**src/rtl/dec_pkg.sv**
```systemverilog
// Shared types and helpers for the decoder error-correction stage.
package dec_pkg;

  typedef enum logic [1:0] {
    ERR_NONE   = 2'b00,
    ERR_SINGLE = 2'b01,
    ERR_DOUBLE = 2'b10
  } err_kind_e;

  localparam logic [1:0] CW_8  = 2'b00;
  localparam logic [1:0] CW_16 = 2'b01;
  localparam logic [1:0] CW_32 = 2'b10;

  // Width codes 10 and 11 both mean a 32-bit word.
  function automatic logic [5:0] cw_bits(input logic [1:0] width);
    case (width)
      CW_8:    cw_bits = 6'd8;
      CW_16:   cw_bits = 6'd16;
      default: cw_bits = 6'd32;
    endcase
  endfunction

endpackage

```
**src/rtl/dec_syndrome_classify.sv**
```systemverilog
// Combinational syndrome decode: classifies the error and flips the bad bit
// on a single error. Bits above the word width are cleared.
module dec_syndrome_classify
  import dec_pkg::*;
(
  input  logic [31:0] codeword_i,
  input  logic [1:0]  width_i,
  input  logic [5:0]  syndrome_i,
  output logic [31:0] data_o,
  output err_kind_e   kind_o
);

  logic [1:0]  wsel;
  logic [4:0]  ham;
  logic        par;
  logic [31:0] mask;
  logic [4:0]  flip_idx;
  logic [31:0] data_masked;

  always_comb begin
    wsel = width_i[1] ? CW_32 : width_i;
    ham  = '0;
    par  = 1'b0;
    mask = '1;
    case (wsel)
      CW_8: begin
        ham  = {2'b00, syndrome_i[2:0]};
        par  = syndrome_i[3];
        mask = 32'h0000_00FF;
      end
      CW_16: begin
        ham  = {1'b0, syndrome_i[3:0]};
        par  = syndrome_i[4];
        mask = 32'h0000_FFFF;
      end
      default: begin
        ham  = syndrome_i[4:0];
        par  = syndrome_i[5];
        mask = '1;
      end
    endcase

    data_masked = codeword_i & mask;
    // H=0 with parity set means the overall parity bit (the MSB) is the bad one.
    flip_idx = (ham != 5'd0) ? (ham - 5'd1) : 5'(cw_bits(wsel) - 6'd1);

    data_o = data_masked;
    kind_o = ERR_NONE;
    if (par) begin
      data_o = data_masked ^ (32'd1 << flip_idx);
      kind_o = ERR_SINGLE;
    end else if (ham != 5'd0) begin
      kind_o = ERR_DOUBLE;
    end
  end

endmodule

```
**src/rtl/dec_error_corrector.sv**
```systemverilog
// Error-correction stage: input register, classify/correct, output register,
// plus saturating statistics for corrected and double-error words.
module dec_error_corrector
  import dec_pkg::*;
#(
  parameter int CNT_W = 16
) (
  input  logic             clk,
  input  logic             rst,
  input  logic             in_valid,
  output logic             in_ready,
  input  logic [31:0]      codeword_with_errors,
  input  logic [1:0]       codeword_width,
  input  logic [5:0]       syndrome,
  output logic             out_valid,
  input  logic             out_ready,
  output logic [31:0]      data_out,
  output logic [1:0]       num_of_errors,
  output logic [CNT_W-1:0] corr_cnt,
  output logic [CNT_W-1:0] dbl_cnt,
  input  logic             cnt_clr
);

  localparam logic [CNT_W-1:0] CNT_ONE = {{(CNT_W-1){1'b0}}, 1'b1};
  localparam logic [CNT_W-1:0] CNT_MAX = '1;

  logic             s1_valid_q, s1_valid_d;
  logic [31:0]      s1_cw_q, s1_cw_d;
  logic [1:0]       s1_width_q, s1_width_d;
  logic [5:0]       s1_syn_q, s1_syn_d;
  logic             s2_valid_q, s2_valid_d;
  logic [31:0]      s2_data_q, s2_data_d;
  err_kind_e        s2_kind_q, s2_kind_d;
  logic [CNT_W-1:0] corr_q, corr_d;
  logic [CNT_W-1:0] dbl_q, dbl_d;

  logic [31:0] cls_data;
  err_kind_e   cls_kind;
  logic        s2_load;
  logic        in_accept;
  logic        out_hs;

  dec_syndrome_classify u_classify (
    .codeword_i (s1_cw_q),
    .width_i    (s1_width_q),
    .syndrome_i (s1_syn_q),
    .data_o     (cls_data),
    .kind_o     (cls_kind)
  );

  assign s2_load   = !s2_valid_q || out_ready;
  assign in_ready  = !s1_valid_q || s2_load;
  assign in_accept = in_valid && in_ready;
  assign out_hs    = s2_valid_q && out_ready;

  always_comb begin
    s1_valid_d = s1_valid_q;
    s1_cw_d    = s1_cw_q;
    s1_width_d = s1_width_q;
    s1_syn_d   = s1_syn_q;
    if (in_accept) begin
      s1_valid_d = 1'b1;
      s1_cw_d    = codeword_with_errors;
      s1_width_d = codeword_width;
      s1_syn_d   = syndrome;
    end else if (s2_load) begin
      s1_valid_d = 1'b0;
    end

    s2_valid_d = s2_valid_q;
    s2_data_d  = s2_data_q;
    s2_kind_d  = s2_kind_q;
    if (s2_load) begin
      s2_valid_d = s1_valid_q;
      if (s1_valid_q) begin
        s2_data_d = cls_data;
        s2_kind_d = cls_kind;
      end
    end

    // Clear wins over a same-cycle increment; counters stick at all-ones.
    corr_d = corr_q;
    dbl_d  = dbl_q;
    if (cnt_clr) begin
      corr_d = '0;
      dbl_d  = '0;
    end else if (out_hs) begin
      if (s2_kind_q == ERR_SINGLE && corr_q != CNT_MAX) corr_d = corr_q + CNT_ONE;
      if (s2_kind_q == ERR_DOUBLE && dbl_q != CNT_MAX)  dbl_d  = dbl_q + CNT_ONE;
    end
  end

  always_ff @(posedge clk or negedge rst) begin
    if (!rst) begin
      s1_valid_q <= 1'b0;
      s1_cw_q    <= '0;
      s1_width_q <= '0;
      s1_syn_q   <= '0;
      s2_valid_q <= 1'b0;
      s2_data_q  <= '0;
      s2_kind_q  <= ERR_NONE;
      corr_q     <= '0;
      dbl_q      <= '0;
    end else begin
      s1_valid_q <= s1_valid_d;
      s1_cw_q    <= s1_cw_d;
      s1_width_q <= s1_width_d;
      s1_syn_q   <= s1_syn_d;
      s2_valid_q <= s2_valid_d;
      s2_data_q  <= s2_data_d;
      s2_kind_q  <= s2_kind_d;
      corr_q     <= corr_d;
      dbl_q      <= dbl_d;
    end
  end

  assign out_valid     = s2_valid_q;
  assign data_out      = s2_data_q;
  assign num_of_errors = s2_kind_q;
  assign corr_cnt      = corr_q;
  assign dbl_cnt       = dbl_q;

endmodule

```
**config.mk**
```make
export PLATFORM = sky130hd
export DESIGN_NAME = dec_error_corrector
export DESIGN_NICKNAME = d
export VERILOG_FILES = /design/src/rtl/dec_pkg.sv /design/src/rtl/dec_syndrome_classify.sv /design/src/rtl/dec_error_corrector.sv
export SDC_FILE = /design/constraint.sdc
export NUM_CORES = 1
export LEC_CHECK = 0
export CAP_MARGIN = 15
export CORE_AREA = 2 2 153 125
export DETAILED_ROUTE_END_ITERATION = 10
export DIE_AREA = 0 0 155 127
export SLEW_MARGIN = 20
export SYNTH_ARGS = -nofsm -noshare
export SYNTH_HDL_FRONTEND = slang
export SYNTH_SLANG_ARGS = --single-unit
```
**constraint.sdc**
```tcl
create_clock -name clk -period 4.6 [get_ports clk]
set_input_delay 0.92 -clock clk [delete_from_list [all_inputs] [get_ports clk]]
set_output_delay 0.92 -clock clk [all_outputs]
set_load 0.01 [all_outputs]
```
==> Word level (Yosys, flattened, before mapping) <==
Cells that the tools add are included.
{ "totals": {"reg_bits": 108, "input_bits": 45, "out_inout_bits": 68, "wordCells": 55} }
{ "classes": {"n_addsub": 4, "eq_ne": 5, "shifts": 1, "mux": 17, "bitwise": 2, "reduce_logical": 17} }
{ "ops": {"columns": ["cell", "n"], "rows": [
  ["two-way mux 16 bit", 6],
  ["one-hot mux 32 bit (2 select lines)", 1],
  ["adder 16 x 1 -> 16 bit (second input constant)", 2],
  ["AND 32 bit", 1],
  ["two-way mux 32 bit", 1],
  ["inequality test 16 bit (second input constant)", 2],
  ["left shift 1 x 5 -> 32 bit (first input constant)", 1],
  ["bitwise XOR 32 bit", 1],
  ["one-hot mux 5 bit (2 select lines)", 2],
  ["subtractor 5 x 1 -> 5 bit (second input constant)", 2],
  ["nonzero test 2 bit", 4],
  ["two-way mux 2 bit", 3],
  ["AND reduction 2 bit", 3],
  ["two-way mux 5 bit", 1],
  ["nonzero test 5 bit", 1],
  ["equality test 2 x 1 -> 1 bit (second input constant)", 2],
  ["logical AND 1 bit", 4],
  ["equality test 2 bit (second input constant)", 1],
  ["zero test 1 bit", 2],
  ["zero test 2 bit", 1],
  ["logical OR 1 bit", 2],
  ["two-way mux 1 bit", 2],
  ["one-hot mux 1 bit (2 select lines)", 1]
]} }

==> Depth between registers and ports, before layout <==
{ "logic_depth": {"word_depth": 8, "ltp_mapped": 7, "ltp_nobuf": 6} }

==> Cells and area by module <==
Synthesis repeated with hierarchy kept, for this count alone.
{ "hier_totals": {"cells_unflattened": 512, "hier_area_um2": 5651.7} }
{ "modules_own_cells": {"columns": ["module", "instances", "cells_each", "area_per_inst_um2", "seq_area_each_um2"], "rows": [
  ["dec_error_corrector", 1, 358, 4675.7, 2702.6],
  ["dec_syndrome_classify", 1, 154, 975.9, 0.0]
]} }

==> Worst setup path before layout <==
Ideal clock, no wire load.
{ "synth_path": {"path_type": "input-to-reg", "start": "input out_ready", "end": "register s1_cw_q[0]", "setup_ns": 0.125, "arrival_ns": 2.004, "required_time_ns": 4.475, "slack_ns": 2.471, "stages": 4, "path_buffers": 1, "path_cell_list": "nand3b_1 > nand2_1 > clkbuf_1 > mux2_2"} }
{ "synth_between": {"elab_chain_len": 3} }
{ "synth_lines": {"columns": ["element", "line", "text"], "rows": [
  ["from (decl)", "dec_error_corrector.sv:16", "input logic out_ready,"],
  ["logical OR 1 bit", "dec_error_corrector.sv:51", "assign s2_load = !s2_valid_q || out_ready;"],
  ["logical OR 1 bit", "dec_error_corrector.sv:52", "assign in_ready = !s1_valid_q || s2_load;"],
  ["logical AND 1 bit", "dec_error_corrector.sv:53", "assign in_accept = in_valid && in_ready;"],
  ["to (signal assigned)", "dec_error_corrector.sv:106", "s1_cw_q <= s1_cw_d;"],
  ["to (decl)", "dec_error_corrector.sv:28", "logic [31:0] s1_cw_q, s1_cw_d;"]
]} }
No other way between the ends.
A chain may end at the register's enable or synchronous reset.

==> Worst setup path after layout <==
{ "layout_path": {"start": "input out_ready", "end": "output in_ready"} }
{ "layout_between": {"elab_chain_len": 2} }
{ "layout_lines": {"columns": ["element", "line", "text"], "rows": [
  ["logical OR 1 bit", "dec_error_corrector.sv:51", null],
  ["logical OR 1 bit", "dec_error_corrector.sv:52", null],
  ["to (decl)", "dec_error_corrector.sv:11", "output logic in_ready,"]
]} }
No other way between the ends.

==> impl_results.md <==
- Outcome: finished clean
- Adder-cell area share of the yosys netlist: 0.004683
- Fmax: approximately 320 MHz
- Layout net count: 669
- H-tree depth reported by CTS: 3
- Root Buffer Master: clkbuf_16
- Fraction of synthesized cell area in xor and xnor cells: 0.08523
- Final cell count without fillers: 856
- Clock skew after layout: approximately 5 ps
- Max rail drop VDD: 0.1640 mV
- End point of the most critical hold path: data_out[3]$_DFFE_PN0P_
- Share of synthesized registers carrying an async set or reset: 1.000
- Count of state elements after synthesis: around 110
- Overall track demand over capacity in global routing: 0.1411
- Mean post-synth cell area: 10.26 sq um
- Placed Cells incl. Taps: ~840
- Power per Cell Area: 371.4 mW/mm^2
- Netlist area before placement: about 0.0053 sq mm
- Actual transition at the worst max-transition pin: 773.0 ps
- Post-synthesis compound-gate area fraction: 0.1026
- First-pass iteration count of the detailed router: 5
- Clock insertion delay at the later pin of the skew report: approximately 350 ps
- Worst flop-to-flop path startpoint: s1_syn_q[1]$_DFFE_PN0P_
- First-pass GRT wire length: around 22000 um
- Critical Path Source: out_ready
- Placer congestion estimate: about 0.83
- Max stage delay on crit path: between 500 and 600 ps
- CP Data Required Time: ~3700 ps
- Synthesized instance count: 521
- CP most frequent cell: clkdlybuf4s50_1
- Dominant combinational cell family by area after synthesis: simple AND/OR/NAND/NOR gates
- Vertical die dimension: around 130 um
- Number of nets produced by synthesis: approximately 570
- Relative area change from synthesis to final layout: 30.70%
- Crit Reg-Reg Endpoint: data_out[2]$_DFFE_PN0P_
- Classification of the worst setup path: in -> out
- Maximum fanout along the worst path: 5
- Core footprint: around 0.018 sq mm
- Final period demand of the worst path: 3102 ps
- Relative slew slack: 0.4807
- Total clock buffers created by CTS: 9
- Sink Count: about 110
- Maximum number of pins on one net before global-route repair: 50
- HPWL reported at the end of detailed placement: between 9000 and 10000 um
- Clock transition at the register clock pins on the worst setup and hold paths after CTS: 70 ps
- Starting utilization of the core area: 0.2968
- Total of max-cap violations: 0
- Via count: about 4.2k
- Final TNS setup: 0 ps
- Warnings from Yosys: 0
- Slack of the worst reg-to-reg path: 2300 ps
- Total leakage power: ~2.8 nW
- Critical path launch point type: input pin
- Antenna cell count: 0
- Final instance area: between 0.006 and 0.007 sq mm
- Signal arrival time at the worst endpoint: roughly 2200 ps
- Startpoint of the lowest-slack hold path: data_out[3]$_DFFE_PN0P_
- Share of layout cells above drive strength 1: 0.1198
- Placement Rows: 44
- Total power: approximately 2.6 mW
- Via density per instance: between 4 and 5
- Final count of hold timing violations: 0
- Sum of routed wire length over all layers: around 13000 um
- RSZ-0062 raised after global routing: false
- Synth Area in Simple Gates: 0.1791
- WHS Path Cells: 2
- Cells along the critical path: clkdlybuf4s50_1, nand3b_1, clkdlybuf4s50_1
- Total die area: between 0.015 and 0.02 sq mm
- Type of destination of the critical path: output pin
- Library cells used by synthesis: 48
- Via count of the first global-routing pass: about 4.2k
- Average detailed-routed wire length per instance: about 16 um
- Maximum number of buffers from clock root to sink: 2
- Cell count of the worst reg-to-reg path: 5
- Final number of max-transition violations: 0
- Final number of setup-violating endpoints: 0
- Ports: approximately 110
- Multiplexer share of the synthesized area: 0.09764
- Number of antenna violations at the first check in global routing: 0
- Worst hold-check path type: reg -> reg
- Number of buffers inserted for hold repair after clock tree synthesis: 0
- CTS resizes: 0
- Total global routing overflow: 0
- Post-route fraction of the period consumed by the critical path: 0.6744
- Util after Layout: 0.3880
- Setup bufs post-CTS: 0
- Input/output buffers: around 110
- Number of enable-type register cells in the synthesized netlist: 0
- Remaining antenna violation count: 0
- Clock tree from TritonCTS: done
- Violation count after the first detailed-routing iteration: around 180
- Detailed-route DRC error count: 0
- Fraction of the yosys area taken by sequential cells: 0.5057
- Dpl cell area: approximately 0.0067 sq mm
- Top FF cell, synth: dfrtp_1
- Slowest stage cell, crit path: clkdlybuf4s50_1
- Die Width: 155 um
per-layer routing:
| layer | vias up | track usage | routed length, um |
|---|---|---|---|
| met5 | - | 0 | 0 |
| met3 | 9 | 0.03290 | 694 |
| met1 | 2068 | 0.1943 | 6241 |
| met2 | 107 | 0.2285 | 6412 |
| met4 | 0 | 0.02941 | 110 |
| li1 | 2040 | - | - |
cell type report:
class | instances | area [sq um]
Fill cell | 1791 | 11020
Sequential cell | 108 | 2703
Multi-Input combinational cell | 380 | 2510
Timing Repair Buffer | 117 | 1151
Tap cell | 230 | 287.8
Clock buffer | 12 | 266.5
Clock inverter | 3 | 43.79
Inverter | 6 | 22.52
placed cells by master (no fill, tap or decap), drive strengths merged, types with 8 or more instances in the layout:
cell type,instances
clkdlybuf4s50,110
nand3,9
xor2,33
o2111ai,8
o21ai,41
nand2,78
nand4,18
xnor2,19
clkbuf,12
dfrtp,108
nor3,9
mux2,41
nor2,43
critical path, delay by kind of cell:
kind,cells,cell delay (ps)
buf+inv,2,1090
simple gates,1,170
flip-flops by register name, indices dropped and copies added, names as in the netlist:
signal and count:
s1_width_q 2, dbl_cnt 16, s1_cw_q 32, num_of_errors 2, corr_cnt 16, data_out 32, s1_valid_q 1, s1_syn_q 6
out_valid 1
power by group:
| group | switching, mW | leakage (nW) | total, mW | internal [mW] |
|---|---|---|---|---|
| registers | 0.119 | 1.36 | 1.20 | 1.08 |
| logic | 0.277 | 1.27 | 0.590 | 0.313 |
| clock network | 0.341 | 0.155 | 0.806 | 0.465 |
| total | 0.737 | 2.78 | 2.59 | 1.86 |
kinds of logic after synthesis:
family / Yosys count
AO/OA/AOI/OAI: 82
XOR/XNOR: 52
adder cells (fa/ha/maj): 2
buffers and inverters: 33
flip-flops: 108
multiplexers: 47
AND/OR/NAND/NOR: 197
cells in the mapped netlist (all sizes together), types with 3 or more instances:
master | number | area, sq um
dfrtp | 108 | 2703
nand4 | 18 | 112.6
or2 | 4 | 25.02
and2 | 4 | 25.02
clkbuf | 25 | 95.09
nand3 | 9 | 45.04
o221ai | 6 | 52.55
nand2b | 5 | 31.28
mux2i | 6 | 60.06
xnor2 | 19 | 166.4
nor4 | 3 | 18.77
inv | 6 | 22.52
nand4b | 3 | 26.28
o21ai | 41 | 205.2
mux2 | 41 | 461.7
a211oi | 3 | 22.52
o211ai | 3 | 22.52
xor2 | 33 | 289.0
a22o | 5 | 43.79
nand3b | 4 | 30.03
nand2 | 78 | 292.8
o2111ai | 8 | 70.07
nor3 | 9 | 45.04
and4 | 3 | 26.28
and3 | 5 | 31.28
a21oi | 5 | 36.29
nor2 | 43 | 161.4
worst max path at each step:
stage | to | slack, ps | cells past startpoint
final | in_ready | 1500 | 3
after global routing | in_ready | 1420 | 3
after CTS | in_ready | 1480 | 3
after detailed placement | in_ready | 1490 | 3
after global placement | in_ready | 1510 | 3
after floorplan | s1_cw_q[0]$_DFFE_PN0P_ | 2470 | 4
metrics by stage:
stage / hold slack, ps / setup WS (ps)
after floorplan: 471.1 / 2471
after global placement: 463.5 / 1512
after detailed placement: 475.5 / 1492
after CTS: 490.9 / 1483
after global routing: 509.7 / 1419
final: 480.1 / 1498
Note: power is estimated with default switching activity, not from simulation.
==> patch (same flow settings) <==
Make the reset (`rst`) synchronous in one clocked block.
--- a/src/rtl/dec_error_corrector.sv
+++ b/src/rtl/dec_error_corrector.sv
@@ -92,3 +92,3 @@
 
-  always_ff @(posedge clk or negedge rst) begin
+  always_ff @(posedge clk) begin
     if (!rst) begin
Behaviour: differs if rst is asserted again (counterexample within 4 cycles, from zero or initial values and one cycle with rst low); with rst held inactive, the same outputs for 4 cycles.
==> patch against the original RTL <==
Clock skew rose by 0.0087 ns. Routed wire length is 0.67% lower. Area after synthesis shrank 7.6%. Setup slack worse by 0.22 ns. Design area fell by 6.3%. Sequential cell count is the same. Via count up 4.2%. Final cell count grew 11%. Critical path type unchanged. Critical endpoint unchanged.
Power is not compared: it rests on default switching activity, and its combinational part moved more than twofold at a synthesized area within 25%.
==> patch: results (changes against the original RTL) <==
| Metric | Value |
|---|---|
| Relative slew slack | 0.416 (-0.0649) |
| Outcome | finished clean |
| FF-to-FF End | data_out[5] |
| Syn nets | 671 (+18%) |
| Final Skew | 0.0137 ns (+0.00867 ns) |
| Launch point of the worst hold path | data_out[9] |
| DP Area | 6230 um^2 (-6.8%) |
| Met2 WL | 5920 um (-7.6%) |
| Comb_multi_in | 472 (+24%) |
| Top cells by count, synth | nand2_1, dfxtp_1, a21oi_1, nor2_1, xnor2_1 |
| Total GRT Usage | 0.139 (-0.00217) |
| GR Layer Usage met1 | 0.194 (-0.000351) |
| First-pass GRT wire length | 21400 um (-3.4%) |
| Leading cell kind | multi-input combinational cells |
| Distinct cells, synth | 55 (+15%) |
| Iter 0 DRT Violations | 289 (+58%) |
| Final nets | 763 (+14%) |
| Seq/Total Area, Yosys | 0.438 (-0.0678) |
| Final hold slack | 0.451 ns (-0.0295 ns) |
| Largest net degree at the start of global routing | 45 (-10%) |
| Share of layout cells above drive strength 1 | 0.0527 (-0.0671) |
| Largest cells by area after synthesis | dfxtp_1, nand2_1, xnor2_1 |
| HPWL Detailed | 9690 um (-1.1%) |
| Seq/total area | 0.330 (-0.0566) |
| Reg-to-reg critical path startpoint | s1_width_q[1] |
| Crit-path max cell delay | 0.52 ns (-0.04 ns) |
| Routed wire length | 13400 um (-0.67%) |
| Top FF cell, synth | dfxtp_1 |
| Gpl congestion | 0.814 (-2.2%) |
| Async set or reset register ratio after synthesis | 0 (-1.00) |
| Final sequential cell count | 108 (unchanged) |
## patch: cell count changes after synthesis, sizes merged, moves of 8 or more
cell     unedited run  this run
nand2              78       146
dfxtp               0       108
or3                 0         9
nand4              18         9
xor2               33         8
buf                 2        14
dfrtp             108         0
a21oi               5        52
nand3               9        18
nor3                9        23
o2111ai             8         0
xnor2              19        43
mux2               41         1
## patch: cells by family after synthesis
| logic type | synth area share |
|---|---|
| adder cells (fa/ha/maj) | 0.00507 |
| AO/OA/AOI/OAI | 0.133 |
| flip-flops | 0.438 |
| AND/OR/NAND/NOR | 0.290 |
| buffers and inverters | 0.0393 |
| XOR/XNOR | 0.0905 |
| multiplexers | 0.00431 |
## patch: per-stage QoR
| stage | std cells | setup WS (ns) |
|---|---|---|
| 2_1_floorplan | 624 | 2.41 |
| 3_3_place_gp | 935 | 1.29 |
| 3_5_place_dp | 935 | 1.28 |
| 4_1_cts | 951 | 1.26 |
| 5_1_grt | 951 | 1.20 |
| 6_report | 951 | 1.28 |
